### config.mk
export PLATFORM = sky130hd
export DESIGN_NAME = mem_arbiter_ctrl_flat
export DESIGN_NICKNAME = d
export VERILOG_FILES = /design/src/rtl/cpu_types_pkg.sv /design/src/rtl/mem_arbiter_ctrl_if.sv /design/src/rtl/arb_watchdog.sv /design/src/rtl/mem_arbiter_ctrl.sv /design/src/flat_wrapper.sv
export SDC_FILE = /design/constraint.sdc
export NUM_CORES = 1
export LEC_CHECK = 0
export ABC_CLOCK_PERIOD_IN_PS = 6600
export CAP_MARGIN = 25
export CORE_MARGIN = 8
export CORE_UTILIZATION = 39
export CTS_CLUSTER_SIZE = 14
export DETAILED_ROUTE_END_ITERATION = 10
export PLACE_DENSITY = 0.91
export SLEW_MARGIN = 20
export SYNTH_ARGS = -nofsm -noshare
export SYNTH_HDL_FRONTEND = slang
export SYNTH_SLANG_ARGS = --single-unit
### constraint.sdc
create_clock -name CLK -period 6.6 [get_ports CLK]
set_input_delay 1.32 -clock CLK [delete_from_list [all_inputs] [get_ports CLK]]
set_output_delay 1.32 -clock CLK [all_outputs]
set_load 0.02 [all_outputs]
### src/rtl/cpu_types_pkg.sv
// Shared types for the cache/memory request protocol: word type, RAM status,
// arbiter state encoding and the poison word returned on failed accesses.
package cpu_types_pkg;

    typedef logic [31:0] word_t;

    typedef enum logic [1:0] {
        FREE   = 2'd0,
        BUSY   = 2'd1,
        ACCESS = 2'd2,
        ERROR  = 2'd3
    } ramstate_t;

    typedef enum logic [1:0] {
        IDLE   = 2'd0,
        DGRANT = 2'd1,
        IGRANT = 2'd2
    } arb_state_t;

    typedef enum logic {
        DATA  = 1'b0,
        INSTR = 1'b1
    } grant_t;

    localparam word_t BAD_WORD = 32'hBAD1BAD1;

endpackage

### src/rtl/mem_arbiter_ctrl_if.sv
// Cache-side and RAM-side handshake bundle of the memory arbiter.
interface mem_arbiter_ctrl_if #(
    parameter int WORD_W = 32
);
    import cpu_types_pkg::*;

    logic              dREN;
    logic              dWEN;
    logic [WORD_W-1:0] daddr;
    logic [WORD_W-1:0] dstore;
    logic              dwait;
    logic [WORD_W-1:0] dload;
    logic              iREN;
    logic [WORD_W-1:0] iaddr;
    logic              iwait;
    logic [WORD_W-1:0] iload;
    logic              ramREN;
    logic              ramWEN;
    logic [WORD_W-1:0] ramaddr;
    logic [WORD_W-1:0] ramstore;
    logic [WORD_W-1:0] ramload;
    ramstate_t         ramstate;

    modport slave (
        input  dREN, dWEN, daddr, dstore, iREN, iaddr, ramload, ramstate,
        output dwait, dload, iwait, iload, ramREN, ramWEN, ramaddr, ramstore
    );

    modport master (
        output dREN, dWEN, daddr, dstore, iREN, iaddr, ramload, ramstate,
        input  dwait, dload, iwait, iload, ramREN, ramWEN, ramaddr, ramstore
    );

endinterface

### src/rtl/arb_watchdog.sv
// Saturating 8-bit grant watchdog: counts stalled grant cycles and flags
// expiry once the count reaches TIMEOUT.
module arb_watchdog #(
    parameter int TIMEOUT = 255
) (
    input  logic CLK,
    input  logic RST,
    input  logic clr,
    input  logic en,
    output logic expired
);

    localparam logic [7:0] LIMIT = 8'(TIMEOUT);

    logic [7:0] count_r;

    // Stall counter; saturates so a stuck grant can never wrap back to "fresh".
    always_ff @(posedge CLK) begin
        if (RST) begin
            count_r <= 8'd0;
        end else if (clr) begin
            count_r <= 8'd0;
        end else if (en && (count_r != 8'hFF)) begin
            count_r <= count_r + 8'd1;
        end else begin
            count_r <= count_r;
        end
    end

    assign expired = (count_r >= LIMIT);

endmodule

### src/rtl/mem_arbiter_ctrl.sv
// Memory-side responder: round-robin arbitration of data and instruction cache
// requests onto one RAM port, with watchdog, sticky bus error and access counters.
module mem_arbiter_ctrl
    import cpu_types_pkg::*;
#(
    parameter int WORD_W  = 32,
    parameter int TIMEOUT = 255
) (
    input  logic              CLK,
    input  logic              RST,
    mem_arbiter_ctrl_if.slave bus,
    output logic              bus_err,
    output logic [31:0]       dcount,
    output logic [31:0]       icount
);

    arb_state_t  state_r, state_nxt_s;
    grant_t      last_grant_r;
    logic        bus_err_r;
    logic [31:0] dcount_r, icount_r;
    logic        dreq_s, d_done_s, i_done_s, err_s, wd_en_s, wd_expired_s;

    assign dreq_s  = bus.dREN | bus.dWEN;
    assign bus_err = bus_err_r;
    assign dcount  = dcount_r;
    assign icount  = icount_r;

    arb_watchdog #(.TIMEOUT(TIMEOUT)) u_wd (
        .CLK     (CLK),
        .RST     (RST),
        .clr     (state_r == IDLE),
        .en      (wd_en_s),
        .expired (wd_expired_s)
    );

    // Next-state, RAM mux and cache handshake; RST masks everything so an
    // abandoned access never releases a wait.
    always_comb begin
        state_nxt_s  = state_r;
        bus.dwait    = 1'b1;
        bus.iwait    = 1'b1;
        bus.dload    = {WORD_W{1'b0}};
        bus.iload    = {WORD_W{1'b0}};
        bus.ramREN   = 1'b0;
        bus.ramWEN   = 1'b0;
        bus.ramaddr  = {WORD_W{1'b0}};
        bus.ramstore = {WORD_W{1'b0}};
        d_done_s     = 1'b0;
        i_done_s     = 1'b0;
        err_s        = 1'b0;
        wd_en_s      = 1'b0;
        if (RST) begin
            state_nxt_s = IDLE;
        end else begin
            case (state_r)
                IDLE: begin
                    if (dreq_s && bus.iREN) begin
                        state_nxt_s = (last_grant_r == INSTR) ? DGRANT : IGRANT;
                    end else if (dreq_s) begin
                        state_nxt_s = DGRANT;
                    end else if (bus.iREN) begin
                        state_nxt_s = IGRANT;
                    end else begin
                        state_nxt_s = IDLE;
                    end
                end
                DGRANT: begin
                    bus.ramaddr  = bus.daddr;
                    bus.ramstore = bus.dstore;
                    bus.ramWEN   = bus.dWEN;
                    bus.ramREN   = bus.dREN & ~bus.dWEN;
                    if (!dreq_s) begin
                        state_nxt_s = IDLE;
                    end else if (bus.ramstate == ACCESS) begin
                        bus.dwait   = 1'b0;
                        bus.dload   = bus.dWEN ? {WORD_W{1'b0}} : bus.ramload;
                        d_done_s    = 1'b1;
                        state_nxt_s = IDLE;
                    end else if ((bus.ramstate == ERROR) || wd_expired_s) begin
                        bus.dwait   = 1'b0;
                        bus.dload   = WORD_W'(BAD_WORD);
                        err_s       = 1'b1;
                        state_nxt_s = IDLE;
                    end else begin
                        wd_en_s = 1'b1;
                    end
                end
                IGRANT: begin
                    bus.ramREN  = 1'b1;
                    bus.ramaddr = bus.iaddr;
                    if (!bus.iREN) begin
                        state_nxt_s = IDLE;
                    end else if (bus.ramstate == ACCESS) begin
                        bus.iwait   = 1'b0;
                        bus.iload   = bus.ramload;
                        i_done_s    = 1'b1;
                        state_nxt_s = IDLE;
                    end else if ((bus.ramstate == ERROR) || wd_expired_s) begin
                        bus.iwait   = 1'b0;
                        bus.iload   = WORD_W'(BAD_WORD);
                        err_s       = 1'b1;
                        state_nxt_s = IDLE;
                    end else begin
                        wd_en_s = 1'b1;
                    end
                end
                default: begin
                    state_nxt_s = IDLE;
                end
            endcase
        end
    end

    // State, round-robin history, sticky error and completion counters.
    always_ff @(posedge CLK) begin
        if (RST) begin
            state_r      <= IDLE;
            last_grant_r <= INSTR;
            bus_err_r    <= 1'b0;
            dcount_r     <= 32'd0;
            icount_r     <= 32'd0;
        end else begin
            state_r <= state_nxt_s;
            if (d_done_s) begin
                dcount_r     <= dcount_r + 32'd1;
                last_grant_r <= DATA;
            end else if (i_done_s) begin
                icount_r     <= icount_r + 32'd1;
                last_grant_r <= INSTR;
            end else begin
                last_grant_r <= last_grant_r;
            end
            if (err_s) begin
                bus_err_r <= 1'b1;
            end else begin
                bus_err_r <= bus_err_r;
            end
        end
    end

endmodule

### src/flat_wrapper.sv
// flat-port wrapper written by rule: the top's interface ports become plain ports
module mem_arbiter_ctrl_flat import cpu_types_pkg::*;
#(
    parameter int WORD_W  = 32,
    parameter int TIMEOUT = 255
)
  (CLK, RST, bus_err, dcount, icount, bus_dREN, bus_dWEN, bus_daddr, bus_dstore, bus_iREN, bus_iaddr, bus_ramload, bus_ramstate, bus_dwait, bus_dload, bus_iwait, bus_iload, bus_ramREN, bus_ramWEN, bus_ramaddr, bus_ramstore);
  mem_arbiter_ctrl_if #(.WORD_W(WORD_W)) bus_i ();
  input  logic CLK;
  input  logic RST;
  output logic bus_err;
  output logic [31:0] dcount;
  output logic [31:0] icount;
  input wire logic [$bits(bus_i.dREN)-1:0] bus_dREN;
  input wire logic [$bits(bus_i.dWEN)-1:0] bus_dWEN;
  input wire logic [$bits(bus_i.daddr)-1:0] bus_daddr;
  input wire logic [$bits(bus_i.dstore)-1:0] bus_dstore;
  input wire logic [$bits(bus_i.iREN)-1:0] bus_iREN;
  input wire logic [$bits(bus_i.iaddr)-1:0] bus_iaddr;
  input wire logic [$bits(bus_i.ramload)-1:0] bus_ramload;
  input wire logic [$bits(bus_i.ramstate)-1:0] bus_ramstate;
  output wire logic [$bits(bus_i.dwait)-1:0] bus_dwait;
  output wire logic [$bits(bus_i.dload)-1:0] bus_dload;
  output wire logic [$bits(bus_i.iwait)-1:0] bus_iwait;
  output wire logic [$bits(bus_i.iload)-1:0] bus_iload;
  output wire logic [$bits(bus_i.ramREN)-1:0] bus_ramREN;
  output wire logic [$bits(bus_i.ramWEN)-1:0] bus_ramWEN;
  output wire logic [$bits(bus_i.ramaddr)-1:0] bus_ramaddr;
  output wire logic [$bits(bus_i.ramstore)-1:0] bus_ramstore;
  assign bus_i.dREN = bus_dREN;
  assign bus_i.dWEN = bus_dWEN;
  assign bus_i.daddr = bus_daddr;
  assign bus_i.dstore = bus_dstore;
  assign bus_i.iREN = bus_iREN;
  assign bus_i.iaddr = bus_iaddr;
  assign bus_i.ramload = bus_ramload;
  assign bus_i.ramstate = bus_ramstate;
  assign bus_dwait = bus_i.dwait;
  assign bus_dload = bus_i.dload;
  assign bus_iwait = bus_i.iwait;
  assign bus_iload = bus_i.iload;
  assign bus_ramREN = bus_i.ramREN;
  assign bus_ramWEN = bus_i.ramWEN;
  assign bus_ramaddr = bus_i.ramaddr;
  assign bus_ramstore = bus_i.ramstore;
  mem_arbiter_ctrl #(.WORD_W(WORD_W), .TIMEOUT(TIMEOUT)) u_core (.CLK(CLK), .RST(RST), .bus(bus_i), .bus_err(bus_err), .dcount(dcount), .icount(icount));
endmodule
==> flow_summary_export.csv <==
group,metric,value,unit
min_path,worstHoldStart,"u_core.u_wd.count_r[7]",
power,combPwrFrac,19.3,%
floorplan,initial_utilization,39.24,%
cts,root_buffer,"clkbuf_16",
worst_setup_path,cp-start-kind,"input port",
yosys,synth_top_area_share,31.24,%
timing,skew,0.008548,ns
floorplan,fp.dieArea,16320,um2
yosys,ys_seq_area_share,31.24,%
worst_setup_path,cp.arrival,3.87,ns
route,drc,0,
min_path,hold_path.class,"flip-flop to flip-flop",
yosys,ys_types,51,
timing,min_period_over_period,78.62,%
global_route,grt_max_degree,41,
finish,area_growth_syn_to_layout,76.32,%
floorplan,coreArea,12410,um2
route,dr.pass1.iters,5,
floorplan,die_w,127.8,um
power,leakagePower,3.157,nW
worst_setup_path,crit_start,"bus_ramstate[1]",
power,p_clk_share,42.5,%
yosys,yosys_warnings,0,
worst_setup_path,crit_type,"input port to primary output",
cts,post_cts_resized,0,
cts,clk_pin_slew,0.06,ns
outcome,status,"finished clean",
worst_setup_path,cp_data_required_time,5.28,ns
finish,fillers,973,
worst_setup_path,crit_fanout,19,
power,swShare,24.44,%
route,finalWirelength,20.84,mm
worst_setup_path,worstRegToRegCells,9,
floorplan,die_h,127.8,um
global_route,antenna_found_initial,0,
global_route,grt_pass1_vias,5629,
cts,cts.sinks,76,
finish,antenna-diode-count,0,
global_route,grt_pass1_wl,31.32,mm
timing,final_max_slew_viol_count,0,
power,power.share.sequential,38.2,%
timing,rsz0062_at_grt,"no",
yosys,ys_ff_latch,76,
yosys,async_reset_ff_share,0,%
cts,ctsHoldBuffers,0,
yosys,synthCells,659,
global_route,grtUsageTotal,23.97,%
timing,max_freq,192.7,MHz
finish,drive_gt1_share,3.814,%
yosys,postSynthAreaPerCell,7.391,um2
timing,setup_violations,0,
cts,post-cts-setup-buffer-count,0,
route,via_count,5963,
floorplan,io_pins,332,
finish,multi_input_area,3153,um2
cts,cts_buffers,9,
power,power_switching,0.2959,mW
cts,cts_max_level,3,
worst_setup_path,end_kind,"primary output",
timing,worst_pin_slew,0.8088,ns
timing,hold_violations,0,
route,first_iter_violations,472,
finish,seq_area,1521,um2
power,p_int,0.9151,mW
power,vdd_drop_max,0.1130,mV
yosys,synth_edf_count,0,
yosys,synth_area,4871,um2
yosys,yosys.area.top_type,"dfxtp_1",
yosys,synth_nets,801,
yosys,ys_top_cells_by_area,"dfxtp_1 31%, nor2_1 12%, xor2_1 7.6%",
timing,slew_headroom,45.37,%
placed_design,dp_hpwl,16.77,mm
worst_setup_path,r2r-start,"u_core.state_r[1]",
placed_design,numPortBuffers,331,
finish,finish.net_count,1108,
placed_design,dp_cells,1127,
yosys,yosys_most_used_dff,"dfxtp_1",
power,powerDensity,141.0,nW/um2
cts,clk_latency,0.33,ns
timing,tns,0,ns
placed_design,gp_congestion,0.9263,
cts,cts_buffer_depth,2,
cts,cts_tree,"yes",
global_route,grt-ovfl-total,0,
min_path,hold_path_depth,1,
finish,most-common-layout-cells,"330 x clkdlybuf4s50_1, 159 x nor2_1, 76 x dfxtp_1",
finish,mostFrequentLayoutCell,"clkdlybuf4s50_1",
route,routedWlPerCell,18.25,um
floorplan,rows,41,
finish,stdcell_count,1142,
timing,min_period,5.189,ns
route,ant_nets,0,
route,via_per_inst,5.222,
flow_run,cap_violations,0,
-- stage by stage --
step	power, mW	utilization, %	hold slack (ns)	setup WS (ns)	area [um2]
floorplan	0.5667	-	0.4377	2.621	4871
global placement	0.7034	66.69	0.4581	1.493	8279
detailed placement	0.7053	66.69	0.4666	1.431	8279
CTS	1.215	69.17	0.4743	1.426	8587
global route	1.255	69.18	0.5039	1.228	8588
finish	1.211	69.18	0.4773	1.411	8588
-- layout make-up --
cell class	instances	area share (%)
Clock inverter	4	0.8741
Tap cell	172	2.506
Sequential cell	76	17.72
Inverter	10	0.4371
Multi-Input combinational cell	532	36.71
Clock buffer	11	2.710
Timing Repair Buffer	337	39.04
-- logic make-up after synthesis --
family	after synthesis	share of synthesized area, %
simple gates	383	41.33
compound gates	83	10.89
flops	76	31.24
xor+xnor	57	10.25
buf+inv	51	4.059
fa+ha+maj	7	1.798
mux	2	0.4367
-- worst paths after layout --
kind	endpoint	slack, ns
max	bus_dload[28]	1.41
max reg2reg	u_core.dcount[30]	3.57
min	u_core.u_wd.count_r[7]	0.48
min reg2reg	u_core.u_wd.count_r[7]	0.48
-- flip-flops by register name, indices dropped and copies added (netlist names) --
register and count:
u_core.last_grant_r 1, u_core.state_r 2, u_core.u_wd.count_r 8, u_core.icount 32, u_core.bus_err 1, u_core.dcount 32
-- power by group through the flow --
stage | Clock (mW) | Combinational [mW] | Sequential [mW]
global route | 0.543 | 0.250 | 0.462
detailed placement | 0 | 0.233 | 0.472
floorplan | 0 | 0.0938 | 0.473
global placement | 0 | 0.231 | 0.472
CTS | 0.519 | 0.234 | 0.462
finish | 0.515 | 0.234 | 0.462
-- per-layer routing --
layer  vias up  global-route usage, %  wire length (um)
met5         -                      0                 0
met4         0                  9.301               682
met3        42                  6.822              1664
met2       264                  42.84             10850
met1      2753                  26.18              7640
li1       2904                      -                 -
-- worst max-delay path, cell delays in order --
cell and delay [ns]:
clkdlybuf4s50_1 0.52, a41oi_1 0.68, or3_1 0.61, nor2_1 0.14
clkdlybuf4s50_1 0.60
-- synthesized netlist by cell type (2+ instances only) --
cell,number
nor3_1,12
nor2_1,159
nand4_2,2
buf_2,2
o21ai_0,9
nand4_1,34
nand2_1,24
and4_1,3
a31oi_1,2
a21oi_1,30
nor4_2,4
inv_1,9
xnor2_1,15
buf_1,2
and2_1,40
o31ai_1,3
ha_1,7
dfxtp_1,76
nor4_1,6
or2_2,2
clkbuf_1,36
a22oi_1,32
xor2_1,42
nor2b_1,4
nand2b_1,2
or3_1,8
nand3_1,25
a32oi_1,2
and3_1,42
or4_1,4
No activity file was read; power rests on OpenSTA's default activity.
